File: src/rtl/alarm_pkg.sv
// Shared types, widths and default timing constants for the alarm snooze controller.
package alarm_pkg;

    typedef enum logic [1:0] {
        ST_IDLE   = 2'd0,
        ST_RING   = 2'd1,
        ST_SNOOZE = 2'd2
    } state_e;

    localparam int SNOOZE_LEFT_W = 9;
    localparam int SNOOZE_CNT_W  = 3;
    localparam int RING_CNT_W    = 8;

    localparam int DEF_SNOOZE_SEC       = 300;
    localparam int DEF_RING_TIMEOUT_SEC = 60;
    localparam int DEF_MAX_SNOOZE       = 3;

endpackage

File: src/rtl/snooze_timer.sv
// Seconds down-counter for the snooze period: clear, load, saturating decrement per tick.
module snooze_timer
    import alarm_pkg::*;
#(
    parameter int W = SNOOZE_LEFT_W
) (
    input  logic         clk,
    input  logic         rst_n,
    input  logic         clr,
    input  logic         load,
    input  logic [W-1:0] load_val,
    input  logic         tick,
    output logic [W-1:0] cnt,
    output logic         zero
);

    logic [W-1:0] cnt_q, cnt_d;

    always_comb begin
        cnt_d = cnt_q;
        if (clr) begin
            cnt_d = '0;
        end else if (load) begin
            cnt_d = load_val;
        end else if (tick && (cnt_q != '0)) begin
            cnt_d = cnt_q - 1'b1;
        end
    end

    always_ff @(posedge clk or negedge rst_n) begin
        if (!rst_n) cnt_q <= '0;
        else        cnt_q <= cnt_d;
    end

    assign cnt  = cnt_q;
    assign zero = (cnt_q == '0);

endmodule

File: src/rtl/alarm_snooze_cont.sv
// Alarm ring/snooze controller. Define ALARM_BEEP_PATTERN_EN for a 1 s on / 1 s off
// piezo pattern; otherwise the piezo tone is continuous while ringing.
module alarm_snooze_cont
    import alarm_pkg::*;
#(
    parameter int SNOOZE_SEC       = DEF_SNOOZE_SEC,
    parameter int RING_TIMEOUT_SEC = DEF_RING_TIMEOUT_SEC,
    parameter int MAX_SNOOZE       = DEF_MAX_SNOOZE
) (
    input  logic                     CLK,
    input  logic                     RESETN,
    input  logic                     TICK_1HZ,
    input  logic                     ALARM_ENABLE,
    input  logic                     ALARM_MATCH,
    input  logic                     KEY_STOP,
    input  logic                     KEY_SNOOZE,
    output logic                     PIEZO_EN,
    output logic                     RINGING,
    output logic                     SNOOZING,
    output logic [SNOOZE_LEFT_W-1:0] SNOOZE_LEFT,
    output logic [SNOOZE_CNT_W-1:0]  SNOOZE_CNT
);

    localparam logic [SNOOZE_LEFT_W-1:0] SNOOZE_LD  = SNOOZE_LEFT_W'(SNOOZE_SEC);
    localparam logic [SNOOZE_CNT_W-1:0]  MAX_SN     = SNOOZE_CNT_W'(MAX_SNOOZE);
    localparam logic [RING_CNT_W-1:0]    RING_LAST  = RING_CNT_W'(RING_TIMEOUT_SEC - 1);

    state_e                    state_q, state_d;
    logic [RING_CNT_W-1:0]     ring_cnt_q, ring_cnt_d;
    logic [SNOOZE_CNT_W-1:0]   snz_cnt_q, snz_cnt_d;
    logic                      ringing_q, ringing_d;
    logic                      snoozing_q, snoozing_d;
    logic                      piezo_q, piezo_d;
`ifdef ALARM_BEEP_PATTERN_EN
    logic                      phase_q, phase_d;
`endif

    logic                      t_clr, t_load, t_dec, t_zero;
    logic [SNOOZE_LEFT_W-1:0]  snooze_left;

    snooze_timer #(.W(SNOOZE_LEFT_W)) u_timer (
        .clk      (CLK),
        .rst_n    (RESETN),
        .clr      (t_clr),
        .load     (t_load),
        .load_val (SNOOZE_LD),
        .tick     (t_dec),
        .cnt      (snooze_left),
        .zero     (t_zero)
    );

    always_comb begin
        state_d    = state_q;
        ring_cnt_d = ring_cnt_q;
        snz_cnt_d  = snz_cnt_q;
        t_clr      = 1'b0;
        t_load     = 1'b0;
        t_dec      = 1'b0;
`ifdef ALARM_BEEP_PATTERN_EN
        phase_d    = phase_q;
`endif
        // Disarming beats every other input; ticks are only consumed on key-free cycles.
        if (!ALARM_ENABLE) begin
            state_d    = ST_IDLE;
            ring_cnt_d = '0;
            t_clr      = 1'b1;
        end else begin
            unique case (state_q)
                ST_IDLE: begin
                    if (ALARM_MATCH) begin
                        state_d    = ST_RING;
                        ring_cnt_d = '0;
                        snz_cnt_d  = '0;
`ifdef ALARM_BEEP_PATTERN_EN
                        phase_d    = 1'b1;
`endif
                    end
                end
                ST_RING: begin
                    if (KEY_STOP) begin
                        state_d    = ST_IDLE;
                        ring_cnt_d = '0;
                    end else if (KEY_SNOOZE) begin
                        if (snz_cnt_q < MAX_SN) begin
                            state_d    = ST_SNOOZE;
                            snz_cnt_d  = snz_cnt_q + 1'b1;
                            ring_cnt_d = '0;
                            t_load     = 1'b1;
                        end
                    end else if (TICK_1HZ) begin
                        if (ring_cnt_q >= RING_LAST) begin
                            state_d    = ST_IDLE;
                            ring_cnt_d = '0;
                        end else begin
                            ring_cnt_d = ring_cnt_q + 1'b1;
                        end
`ifdef ALARM_BEEP_PATTERN_EN
                        phase_d = ~phase_q;
`endif
                    end
                end
                ST_SNOOZE: begin
                    if (KEY_STOP) begin
                        state_d = ST_IDLE;
                        t_clr   = 1'b1;
                    end else if (t_zero) begin
                        state_d    = ST_RING;
                        ring_cnt_d = '0;
`ifdef ALARM_BEEP_PATTERN_EN
                        phase_d    = 1'b1;
`endif
                    end else if (!KEY_SNOOZE && TICK_1HZ) begin
                        t_dec = 1'b1;
                        if (snooze_left == SNOOZE_LEFT_W'(1)) begin
                            state_d    = ST_RING;
                            ring_cnt_d = '0;
`ifdef ALARM_BEEP_PATTERN_EN
                            phase_d    = 1'b1;
`endif
                        end
                    end
                end
                default: begin
                    state_d    = ST_IDLE;
                    ring_cnt_d = '0;
                    t_clr      = 1'b1;
                end
            endcase
        end

        ringing_d  = (state_d == ST_RING);
        snoozing_d = (state_d == ST_SNOOZE);
`ifdef ALARM_BEEP_PATTERN_EN
        piezo_d    = ringing_d & phase_d;
`else
        piezo_d    = ringing_d;
`endif
    end

    always_ff @(posedge CLK or negedge RESETN) begin
        if (!RESETN) begin
            state_q    <= ST_IDLE;
            ring_cnt_q <= '0;
            snz_cnt_q  <= '0;
            ringing_q  <= 1'b0;
            snoozing_q <= 1'b0;
            piezo_q    <= 1'b0;
        end else begin
            state_q    <= state_d;
            ring_cnt_q <= ring_cnt_d;
            snz_cnt_q  <= snz_cnt_d;
            ringing_q  <= ringing_d;
            snoozing_q <= snoozing_d;
            piezo_q    <= piezo_d;
        end
    end

`ifdef ALARM_BEEP_PATTERN_EN
    always_ff @(posedge CLK or negedge RESETN) begin
        if (!RESETN) phase_q <= 1'b0;
        else         phase_q <= phase_d;
    end
`endif

    assign PIEZO_EN    = piezo_q;
    assign RINGING     = ringing_q;
    assign SNOOZING    = snoozing_q;
    assign SNOOZE_LEFT = snooze_left;
    assign SNOOZE_CNT  = snz_cnt_q;

endmodule
File: config.mk
export PLATFORM = sky130hd
export DESIGN_NAME = alarm_snooze_cont
export DESIGN_NICKNAME = d
export VERILOG_FILES = /design/src/rtl/alarm_pkg.sv /design/src/rtl/snooze_timer.sv /design/src/rtl/alarm_snooze_cont.sv
export SDC_FILE = /design/constraint.sdc
export NUM_CORES = 1
export LEC_CHECK = 0
export ABC_CLOCK_PERIOD_IN_PS = 1900
export CAP_MARGIN = 20
export CORE_MARGIN = 3
export CORE_UTILIZATION = 47
export CTS_CLUSTER_SIZE = 12
export DETAILED_ROUTE_END_ITERATION = 8
export HOLD_SLACK_MARGIN = 0.08
export PLACE_DENSITY = 0.84
export RECOVER_POWER = 50
export SYNTH_ARGS = -nofsm -noshare
export SYNTH_HDL_FRONTEND = slang
export SYNTH_SLANG_ARGS = --single-unit
File: constraint.sdc
create_clock -name CLK -period 1.9 [get_ports CLK]
set_input_delay 0.285 -clock CLK [delete_from_list [all_inputs] [get_ports CLK]]
set_output_delay 0.285 -clock CLK [all_outputs]
set_load 0.05 [all_outputs]
==> qor.yml <==
status: "complete, no violations"
r2r_cells: 5
ir_worst_vdd_v: 0.0005956
ys_warn_count: 0
synth-edff-count: 0
vias: 1165
crit_path_start_kind: "register"
cp_max_fo: 5
cts_tree: "done"
synth_area_per_cell_sq_um: 9.854
setup-violations-final: 0
core_area_sq_mm: 0.002613
worstMarginPinSlew_ns: 1.218
drtIter0Drc: 49
total_power_mw: 1.053
grt_pass1_wl_um: 5216
finalWirelength_um: 2994
drc_errors: 0
worstPathRequired_ns: 2.14
min_path_type: "reg -> reg"
die_h_um: 59.60
final_net_count: 195
finalHoldWorstSlack_ns: 0.5157
hold_viol: 0
io_buffer_count: 21
crit_arrival_ns: 2.11
drive_above_1_share_pct: 24.73
fp.dieW_um: 59.60
ant_nets: 0
synth.top_cell.area_share_pct: 44.49
grt_max_degree: 25
drv_cap: 0
worstSetupPathType: "reg -> reg"
synth.distinct_cells: 39
clk_path_buf_depth: 2
cts_buffers: 3
cts-root-buf: "clkbuf_4"
clock_sinks: 24
synth_nets: 149
hpwl_um: 2341
die-area_sq_mm: 0.003552
antenna_cells: 0
fmax_mhz: 533.4
grt_overflow: 0
cts_hold_buf: 0
grtUsageTotal_pct: 19.12
p_leak_nw: 0.8795
finalMaxSlewViolations: 0
grt_pass1_vias: 1211
rsz0062_at_grt: "true"
area_growth_pct: 35.13
synth-seq-cells: 24
drt-pass1-iter-count: 4
clk_latency_ns: 0.31
syn-cell-area_sq_mm: 0.001350
viasPerCell: 5.495
critical_path.top_delay_family: "compound AO/OA/AOI/OAI gates"
syn_inst: 137
hold_depth: 1
slowest_delay_ns: 0.46
worst-path-stages: 5
ys.flop_type: "dfrtp_1"
final_core_util_pct: 69.83
endpoint_kind: "register"
path_cells: "nor3_1, o211ai_2, a311o_2, or2_4, o31ai_2"
clk_pin_slew_worst_paths_ns: 0.14
fin_skew_ns: 0.008860
rrSetupSlack_ns: 0.03
wl_per_cell_um: 14.12
seq_area_frac_synth_pct: 44.49
rows: 18
path_buf_inv: 0
finalSetupTns_ns: 0
htreeDepth: 1
power.density_mw_per_mm2: 577.3
fin_crit_sh_pct: 98.67
synth_area_leaders: "dfrtp_1, ha_1, xor2_1"
synth_top_cell_by_area: "dfrtp_1"
antenna_found_initial: 0
fin_crit_ns: 1.875
slew_headroom_pct: 18.79
slowest_stage: "dfrtp_2"
start_util_pct: 51.68
io_pins: 22
async_flop_share_pct: 100.0
gp_congestion: 0.8769
-- power breakdown --
part | switching [mW] | leakage (nW) | internal, mW | total [mW]
sequential | 0.0120 | 0.321 | 0.520 | 0.532
clock | 0.152 | 0.0279 | 0.213 | 0.365
combinational | 0.0920 | 0.531 | 0.0633 | 0.155
-- worst paths after layout --
kind | start | end
max | u_timer.cnt[2]$_DFFE_PN0P_ | ring_cnt_q[5]$_DFFE_PN0P_
min reg2reg | ring_cnt_q[6]$_DFFE_PN0P_ | ring_cnt_q[6]$_DFFE_PN0P_
min | ring_cnt_q[6]$_DFFE_PN0P_ | ring_cnt_q[6]$_DFFE_PN0P_
max reg2reg | u_timer.cnt[2]$_DFFE_PN0P_ | ring_cnt_q[5]$_DFFE_PN0P_
min in group asynchronous | RESETN | PIEZO_EN$_DFF_PN0_
max in group asynchronous | RESETN | u_timer.cnt[4]$_DFFE_PN0P_
-- sequential cells by signal, indices dropped and copies added (netlist names) --
| signal | cells |
|---|---|
| PIEZO_EN | 1 |
| SNOOZE_CNT | 3 |
| SNOOZING | 1 |
| ring_cnt_q | 8 |
| state_q | 2 |
| u_timer.cnt | 9 |
-- Yosys cell counts, types with 2 or more instances --
cell      instances
xor2_1            6
dfrtp_1          24
nand3b_1          2
nand2_1           6
nand4_1           2
mux2i_1           2
nor2_1           13
o21ai_0           9
a21oi_1           7
o31ai_1           3
and2_2            2
nand3_1           8
nand2b_1          5
ha_1              5
nor3_1            4
inv_1             7
nand4b_1          3
a211oi_1          2
o31ai_2           2
nor2b_1           6
-- per-layer routing --
layer | track usage [%] | wire length (um) | vias up
li1 | - | - | 584
met4 | 6.646 | 28 | 0
met5 | 0 | 0 | -
met3 | 3.704 | 211 | 4
met2 | 29.95 | 1415 | 32
met1 | 26.37 | 1338 | 545
-- what timing repair did --
item	4_1_cts	5_1_grt
endpoints found under the setup margin	6	14
gates resized for setup	3	13
pin swaps	2	2
buffers inserted	1	0
-- logic make-up after synthesis --
| logic type | synth area share [%] |
|---|---|
| multiplexers | 2.317 |
| flip-flops | 44.49 |
| AO/OA/AOI/OAI | 14.74 |
| XOR/XNOR | 4.541 |
| adder cells (fa/ha/maj) | 4.634 |
| AND/OR/NAND/NOR | 26.79 |
| buffers and inverters | 2.503 |
-- layout by cell type (no fill, tap or decap), types with 4 or more instances in the layout --
cell type / synthesis / layout
nor3_1: 4 / 4
dfrtp_2: 0 / 7
nand2_1: 6 / 6
a21oi_1: 7 / 7
dfrtp_1: 24 / 17
ha_1: 5 / 4
inv_1: 7 / 6
dlymetal6s2s_1: 0 / 5
nor2_1: 13 / 13
buf_4: 1 / 20
xor2_1: 6 / 6
nor2b_1: 6 / 6
nand3_1: 8 / 8
clkbuf_1: 0 / 4
nand2b_1: 5 / 5
clkdlybuf4s50_1: 0 / 11
o21ai_0: 9 / 6
-- cell type report --
type	count	area (sq um)
flip-flops and latches	24	609.3
multi-input cells	105	739.5
clock buffers	3	22.52
fillers	197	788.3
inverters	7	28.78
well taps	30	37.54
repair buffers	42	356.6
clock inverters	1	30.03
-- through the flow --
stage / std cells / worst slack [ns] / instance area (sq um)
finish: 212 / 0.02533 / 1824
floorplan: 137 / -0.08936 / 1365
detailed placement: 207 / -0.1844 / 1753
CTS: 212 / -0.008671 / 1812
global placement: 207 / -0.1076 / 1753
global route: 212 / -0.05508 / 1824
Power figures use the tool's default switching activity.
==> edit 1 (same settings) <==
Add an input register stage for `TICK_1HZ`, `ALARM_ENABLE`, `ALARM_MATCH`, `KEY_STOP` and `KEY_SNOOZE`; this delays them by one clock.
--- a/src/rtl/alarm_snooze_cont.sv
+++ b/src/rtl/alarm_snooze_cont.sv
@@ -25,4 +25,18 @@
     localparam logic [SNOOZE_CNT_W-1:0]  MAX_SN     = SNOOZE_CNT_W'(MAX_SNOOZE);
     localparam logic [RING_CNT_W-1:0]    RING_LAST  = RING_CNT_W'(RING_TIMEOUT_SEC - 1);
+
+    logic TICK_1HZ_q;
+    logic ALARM_ENABLE_q;
+    logic ALARM_MATCH_q;
+    logic KEY_STOP_q;
+    logic KEY_SNOOZE_q;
+
+    always_ff @(posedge CLK) begin
+        TICK_1HZ_q     <= TICK_1HZ;
+        ALARM_ENABLE_q <= ALARM_ENABLE;
+        ALARM_MATCH_q  <= ALARM_MATCH;
+        KEY_STOP_q     <= KEY_STOP;
+        KEY_SNOOZE_q   <= KEY_SNOOZE;
+    end
 
     state_e                    state_q, state_d;
@@ -61,5 +75,5 @@
 `endif
         // Disarming beats every other input; ticks are only consumed on key-free cycles.
-        if (!ALARM_ENABLE) begin
+        if (!ALARM_ENABLE_q) begin
             state_d    = ST_IDLE;
             ring_cnt_d = '0;
@@ -68,5 +82,5 @@
             unique case (state_q)
                 ST_IDLE: begin
-                    if (ALARM_MATCH) begin
+                    if (ALARM_MATCH_q) begin
                         state_d    = ST_RING;
                         ring_cnt_d = '0;
@@ -78,8 +92,8 @@
                 end
                 ST_RING: begin
-                    if (KEY_STOP) begin
+                    if (KEY_STOP_q) begin
                         state_d    = ST_IDLE;
                         ring_cnt_d = '0;
-                    end else if (KEY_SNOOZE) begin
+                    end else if (KEY_SNOOZE_q) begin
                         if (snz_cnt_q < MAX_SN) begin
                             state_d    = ST_SNOOZE;
@@ -88,5 +102,5 @@
                             t_load     = 1'b1;
                         end
-                    end else if (TICK_1HZ) begin
+                    end else if (TICK_1HZ_q) begin
                         if (ring_cnt_q >= RING_LAST) begin
                             state_d    = ST_IDLE;
@@ -101,5 +115,5 @@
                 end
                 ST_SNOOZE: begin
-                    if (KEY_STOP) begin
+                    if (KEY_STOP_q) begin
                         state_d = ST_IDLE;
                         t_clr   = 1'b1;
@@ -110,5 +124,5 @@
                         phase_d    = 1'b1;
 `endif
-                    end else if (!KEY_SNOOZE && TICK_1HZ) begin
+                    end else if (!KEY_SNOOZE_q && TICK_1HZ_q) begin
                         t_dec = 1'b1;
                         if (snooze_left == SNOOZE_LEFT_W'(1)) begin
Function: changed (a bounded check fails within 4 cycles, from zero or initial values and one cycle with RESETN low).
==> edit 1 against the unedited design <==
  * Cell area grew 2.8%
  * Wire length grew 13%
  * Worst setup slack gained 0.024 ns
  * First-iteration DRC count grew 22%
  * Clock skew shrank 0.0030 ns
  * Core utilization shrank 4.6 points
  * Global-route usage grew 1.9 points
  * Register-to-register slack gained 0.08 ns
  * Sequential cell count grew 5
  * Area after synthesis grew 8.7%
  * Critical path type is now reg2out
  * Largest cell class unchanged
  * Highest routed layer unchanged
Power is not compared: it rests on default switching activity, and its combinational part moved more than twofold at a synthesized area within 25%.
==> edit 1: results (changes against the unedited design) <==
Status
  • Result of the run: finished clean

Route
  • Drt first pass iters: 4 (unchanged)
  • Via density per instance: 5.713 (+4.0%)
  • Wire per inst: 15.19 um (+7.6%)
  • Detailed Route Iter0 Violations: 60 (+22%)

Timing
  • Worst max-slew margin expressed relative to the limit: 12.78% (-6.0 points)
  • Minimum clock period after layout: 1.851 ns (-0.02363 ns)
  • Fin Clk Skew: 0.005862 ns (-0.002998 ns)

Global routing
  • Overall Global Routing Usage: 21.00% (+1.9 points)
  • Global-route wire length before repair: 5713 um (+9.5%)
  • Antenna violations before repair: 0 (unchanged)
  • Global routing met3 resource utilization: 8.884% (+5.2 points)
  • Global-route track usage on met2: 31.69% (+1.7 points)
  • Vias in the first global route: 1247 (+3.0%)
  • Grt met1 use: 25.46% (-0.92 points)

Worst setup path
  • Category of cells accounting for the largest share of critical-path delay: buffers and inverters
  • CP Class: reg2out
  • Delay of the slowest cell on the worst path: 0.81 ns (+0.35 ns)
  • R2r startpoint: u_timer.cnt[1]
  • Cell type of the slowest stage on the worst timing path: clkdlybuf4s50_1
  • Arrival time of data at the critical path endpoint: 1.57 ns (-0.54 ns)
  • Max FO, Critical Path: 5 (unchanged)

Clocking
  • Post-CTS setup repair buffer count: 0 (-1)
  • TritonCTS buffer count: 5 (+2)
  • Bufs on Longest Clock Path: 2 (unchanged)
  • Clock latency on the worst-skew pair: 0.34 ns (+0.03 ns)
  • Number of levels the H-tree was split into: 2 (+1)
  • Clock transition at the register clock pins on the worst setup and hold paths after CTS: 0.09 ns (-0.05 ns)

Yosys
  • Number of enable flip-flop cells after synthesis: 0 (unchanged)
  • Net count after synthesis: 157 (+5.4%)
  • Proportion of register bits with asynchronous set or reset after synthesis: 82.76% (-17 points)
  • Commonest cells post-synth: dfrtp_1 (24), nor2_1 (13), nand3_1 (8)
  • Post-synth cell types: 44 (+13%)
  • Ranking of synthesized cells by area: dfrtp_1 (41%), dfxtp_1 (6.8%), ha_1 (4.3%)
  • Sequential-to-total area share from yosys stat: 47.74% (+3.3 points)

Worst hold path
  • Type of the worst min-delay path: in2reg
  • Min-Delay Startpoint: KEY_STOP

Layout
  • Max FFs per register: 9 (unchanged)
  • Fill cells: 245 (+24%)
  • Fraction of layout cells with a size suffix above 1: 16.02% (-8.7 points)
  • Final net count: 192 (-1.5%)

Place
  • Number of buffer cells added on primary ports: 21 (unchanged)
  • Half-perimeter wire length after placement: 2441 um (+4.2%)
  • Routability congestion estimate: 0.8478 (-3.3%)
==> edit 1: cell count changes after synthesis, moves of 3 or more <==
| cell | before | now |
|---|---|---|
| o21ai_1 | 0 | 7 |
| a31oi_1 | 0 | 6 |
| dfxtp_1 | 0 | 5 |
| o21ai_0 | 9 | 4 |
| o22a_1 | 0 | 4 |
| xor2_1 | 6 | 2 |
| and2_1 | 1 | 4 |
| nand4b_1 | 3 | 0 |
| nor2b_1 | 6 | 3 |
==> edit 1: logic make-up (layout without fill, tap and decap cells) <==
group	after synthesis	count (layout)	synth area share, %
and+or+nand+nor	58	58	22.76
xor gates and xnor gates	3	3	1.791
DFF	29	29	47.74
buffers and inverters	7	43	2.046
AOI/OAI and AO/OA	43	43	21.40
adders and majority gates	5	5	4.263
==> edit 1: path summary, 6_finish.rpt <==
path	endpoint	slack [ns]	cells after the start
setup / recovery	SNOOZE_LEFT[1]	0.05	1
hold / removal	KEY_STOP_q	0.49	1
setup reg to reg	u_timer.cnt[6]	0.11	7
hold reg to reg	SNOOZE_CNT[2]	0.51	1
max in group asynchronous	u_timer.cnt[1]	0.30	2
min in group asynchronous	u_timer.cnt[4]	0.75	2
==> edit 1: cell type report <==
class	count	share of cell area, %
Clock inverter	1	0.2668
Timing Repair Buffer	30	13.74
Clock buffer	7	3.469
Sequential cell	29	37.49
Multi-Input combinational cell	109	41.23
Tap cell	42	2.802
Inverter	5	1.001
==> edit 1: layer usage <==
layer	wire length, um	vias up
li1	-	608
met1	1466	610
met2	1645	46
met3	195	10
met4	80	0
met5	0	-
==> edit 1: power by group <==
part / internal, W / leakage [nW] / switching [W]
sequential: 0.000654 / 0.365 / 0.0000512
combinational: 0.000154 / 0.456 / 0.000268
clock: 0.000214 / 0.0413 / 0.000220
==> edit 1: per-stage QoR <==
stage          area (sq um)  setup slack, ns  instances  util, %  power [W]
5_1_grt                1876         0.002006        223    65.20   0.001640
2_1_floorplan          1470          0.01207        145        -  0.0009783
3_3_place_gp           1782           0.1061        215    61.94   0.001125
6_report               1876          0.04896        223    65.20   0.001561
4_1_cts                1853         0.002171        223    64.42   0.001575
3_5_place_dp           1782          0.02821        215    61.94   0.001137
==> edit 1: repair_timing <==
action / 4_1_cts / 5_1_grt
endpoints found under the setup margin: 4 / 12
gates resized for setup: 4 / 9
pin swaps: 0 / 0
endpoints found under the hold margin: 0 / 0
==> edit 2 (config.mk and constraints unchanged) <==
Made on the original files. The package constant `SNOOZE_LEFT_W` goes from 9 to 11.
--- a/src/rtl/alarm_pkg.sv
+++ b/src/rtl/alarm_pkg.sv
@@ -8,5 +8,5 @@
     } state_e;
 
-    localparam int SNOOZE_LEFT_W = 9;
+    localparam int SNOOZE_LEFT_W = 11;
     localparam int SNOOZE_CNT_W  = 3;
     localparam int RING_CNT_W    = 8;
Interface: changed (resized SNOOZE_LEFT); port bits go from 22 to 24. The function was not compared with the original's and may differ.
==> edit 2 against the unedited design <==
  * Total power decreased by 1.8%
  * Count of clock-buffer cells in the layout rose by 1
  * Sequential cell count up 2
  * Area after synthesis up 11%
  * Wire length rose by 10%
  * Sequential share of layout area increased by 0.71 points
  * Die area is 10% higher
  * Cell area up 6.2%
  * Worst setup slack improved by 0.044 ns
  * Critical endpoint is now SNOOZE_CNT[2]
  * Highest routed layer unchanged
==> edit 2: results (changes against the unedited design) <==
Status
  • Result of the run: finished clean

Yosys
  • FF+latch count, synth: 26 (+8.3%)
  • Post-Synth Adder-Cell Area: 4.167% (-0.47 points)
  • Sequential-to-total area share from yosys stat: 43.33% (-1.2 points)
  • Net count after synthesis: 164 (+10%)
  • Post-synthesis mux area share: 1.333% (-0.98 points)
  • Average cell area after synthesis: 9.878 sq um (+0.24%)
  • Commonest cells post-synth: dfrtp_1 (26), nor2_1 (15), o21ai_0 (13), nand2_1 (12), xnor2_1 (9)

Route
  • Detailed Route Iter0 Violations: 62 (+27%)
  • Wire per inst: 13.95 um (-1.3%)
  • Wirelength, routed: 3305 um (+10%)

Place
  • Worst slack after detailed placement: -0.06620 ns (+0.1182 ns)
  • Routability congestion estimate: 0.8646 (-1.4%)
  • Placed cell area: 1898 sq um (+8.3%)
  • Number of buffer cells added on primary ports: 23 (+9.5%)
  • Placed insts: 231 (+12%)

Clocking
  • Post-CTS sizing: 2 (-1)

Worst setup path
  • Flop2flop setup slack: 0.08 ns (+0.05 ns)
  • Setup crit end: SNOOZE_CNT[2]
  • Delay of the slowest cell on the worst path: 0.82 ns (+0.36 ns)
  • Logic depth of the worst register-to-register path: 6 (+1)
  • Max FO, Critical Path: 4 (-1)
  • R2r startpoint: u_timer.cnt[5]
  • Category of cells accounting for the largest share of critical-path delay: buffers and inverters

Layout
  • Count of non-CTS buffers in the layout: 41 (-2.4%)
  • Fraction of layout cells with a size suffix above 1: 22.56% (-2.2 points)
  • Fill cells: 240 (+22%)
  • Cell area after layout: 1937 sq um (+6.2%)
  • Max FFs per register: 11 (+2)
  • Nonclk inv count: 3 (-4)
  • Area of the multi-input gates: 828.3 sq um (+12%)

Global routing
  • Pin count of the biggest net entering global routing: 27 (+8.0%)
  • Global-route wire length before repair: 5789 um (+11%)

Timing
  • Tightest hold margin: 0.5036 ns (-0.01210 ns)
  • Fin Clk Skew: 0.003924 ns (-0.004937 ns)
  • Worst-Margin Slew: 0.6467 ns (-0.5715 ns)
==> edit 2: changes by cell type after synthesis, moves of 4 or more <==
cell,unedited run,this run
xor2_1,6,0
inv_1,7,3
o21ai_0,9,13
nor2b_1,6,2
nand2_1,6,12
nor4_1,1,7
xnor2_1,1,9
==> edit 2: per-layer routing <==
| metal | GRT usage (%) | wire length (um) | vias up |
|---|---|---|---|
| met3 | 2.698 | 114 | 2 |
| li1 | - | - | 640 |
| met4 | 4.408 | 12 | 0 |
| met1 | 22.02 | 1466 | 638 |
| met5 | 0 | 0 | - |
| met2 | 32.76 | 1712 | 24 |
==> edit 2: power breakdown <==
group          internal (W)  switching (W)  leakage, nW
sequential         0.000567      0.0000202        0.346
clock             0.0000820       0.000160       0.0150
combinational     0.0000817       0.000123        0.596
==> edit 2: worst reg2reg max path, delay by kind of cell (launching register included) <==
kind,cells,cell delay [ns]
DFF,1,0.46
buffers and inverters,1,0.14
AOI/OAI and AO/OA,4,0.73
and+or+nand+nor,1,0.38
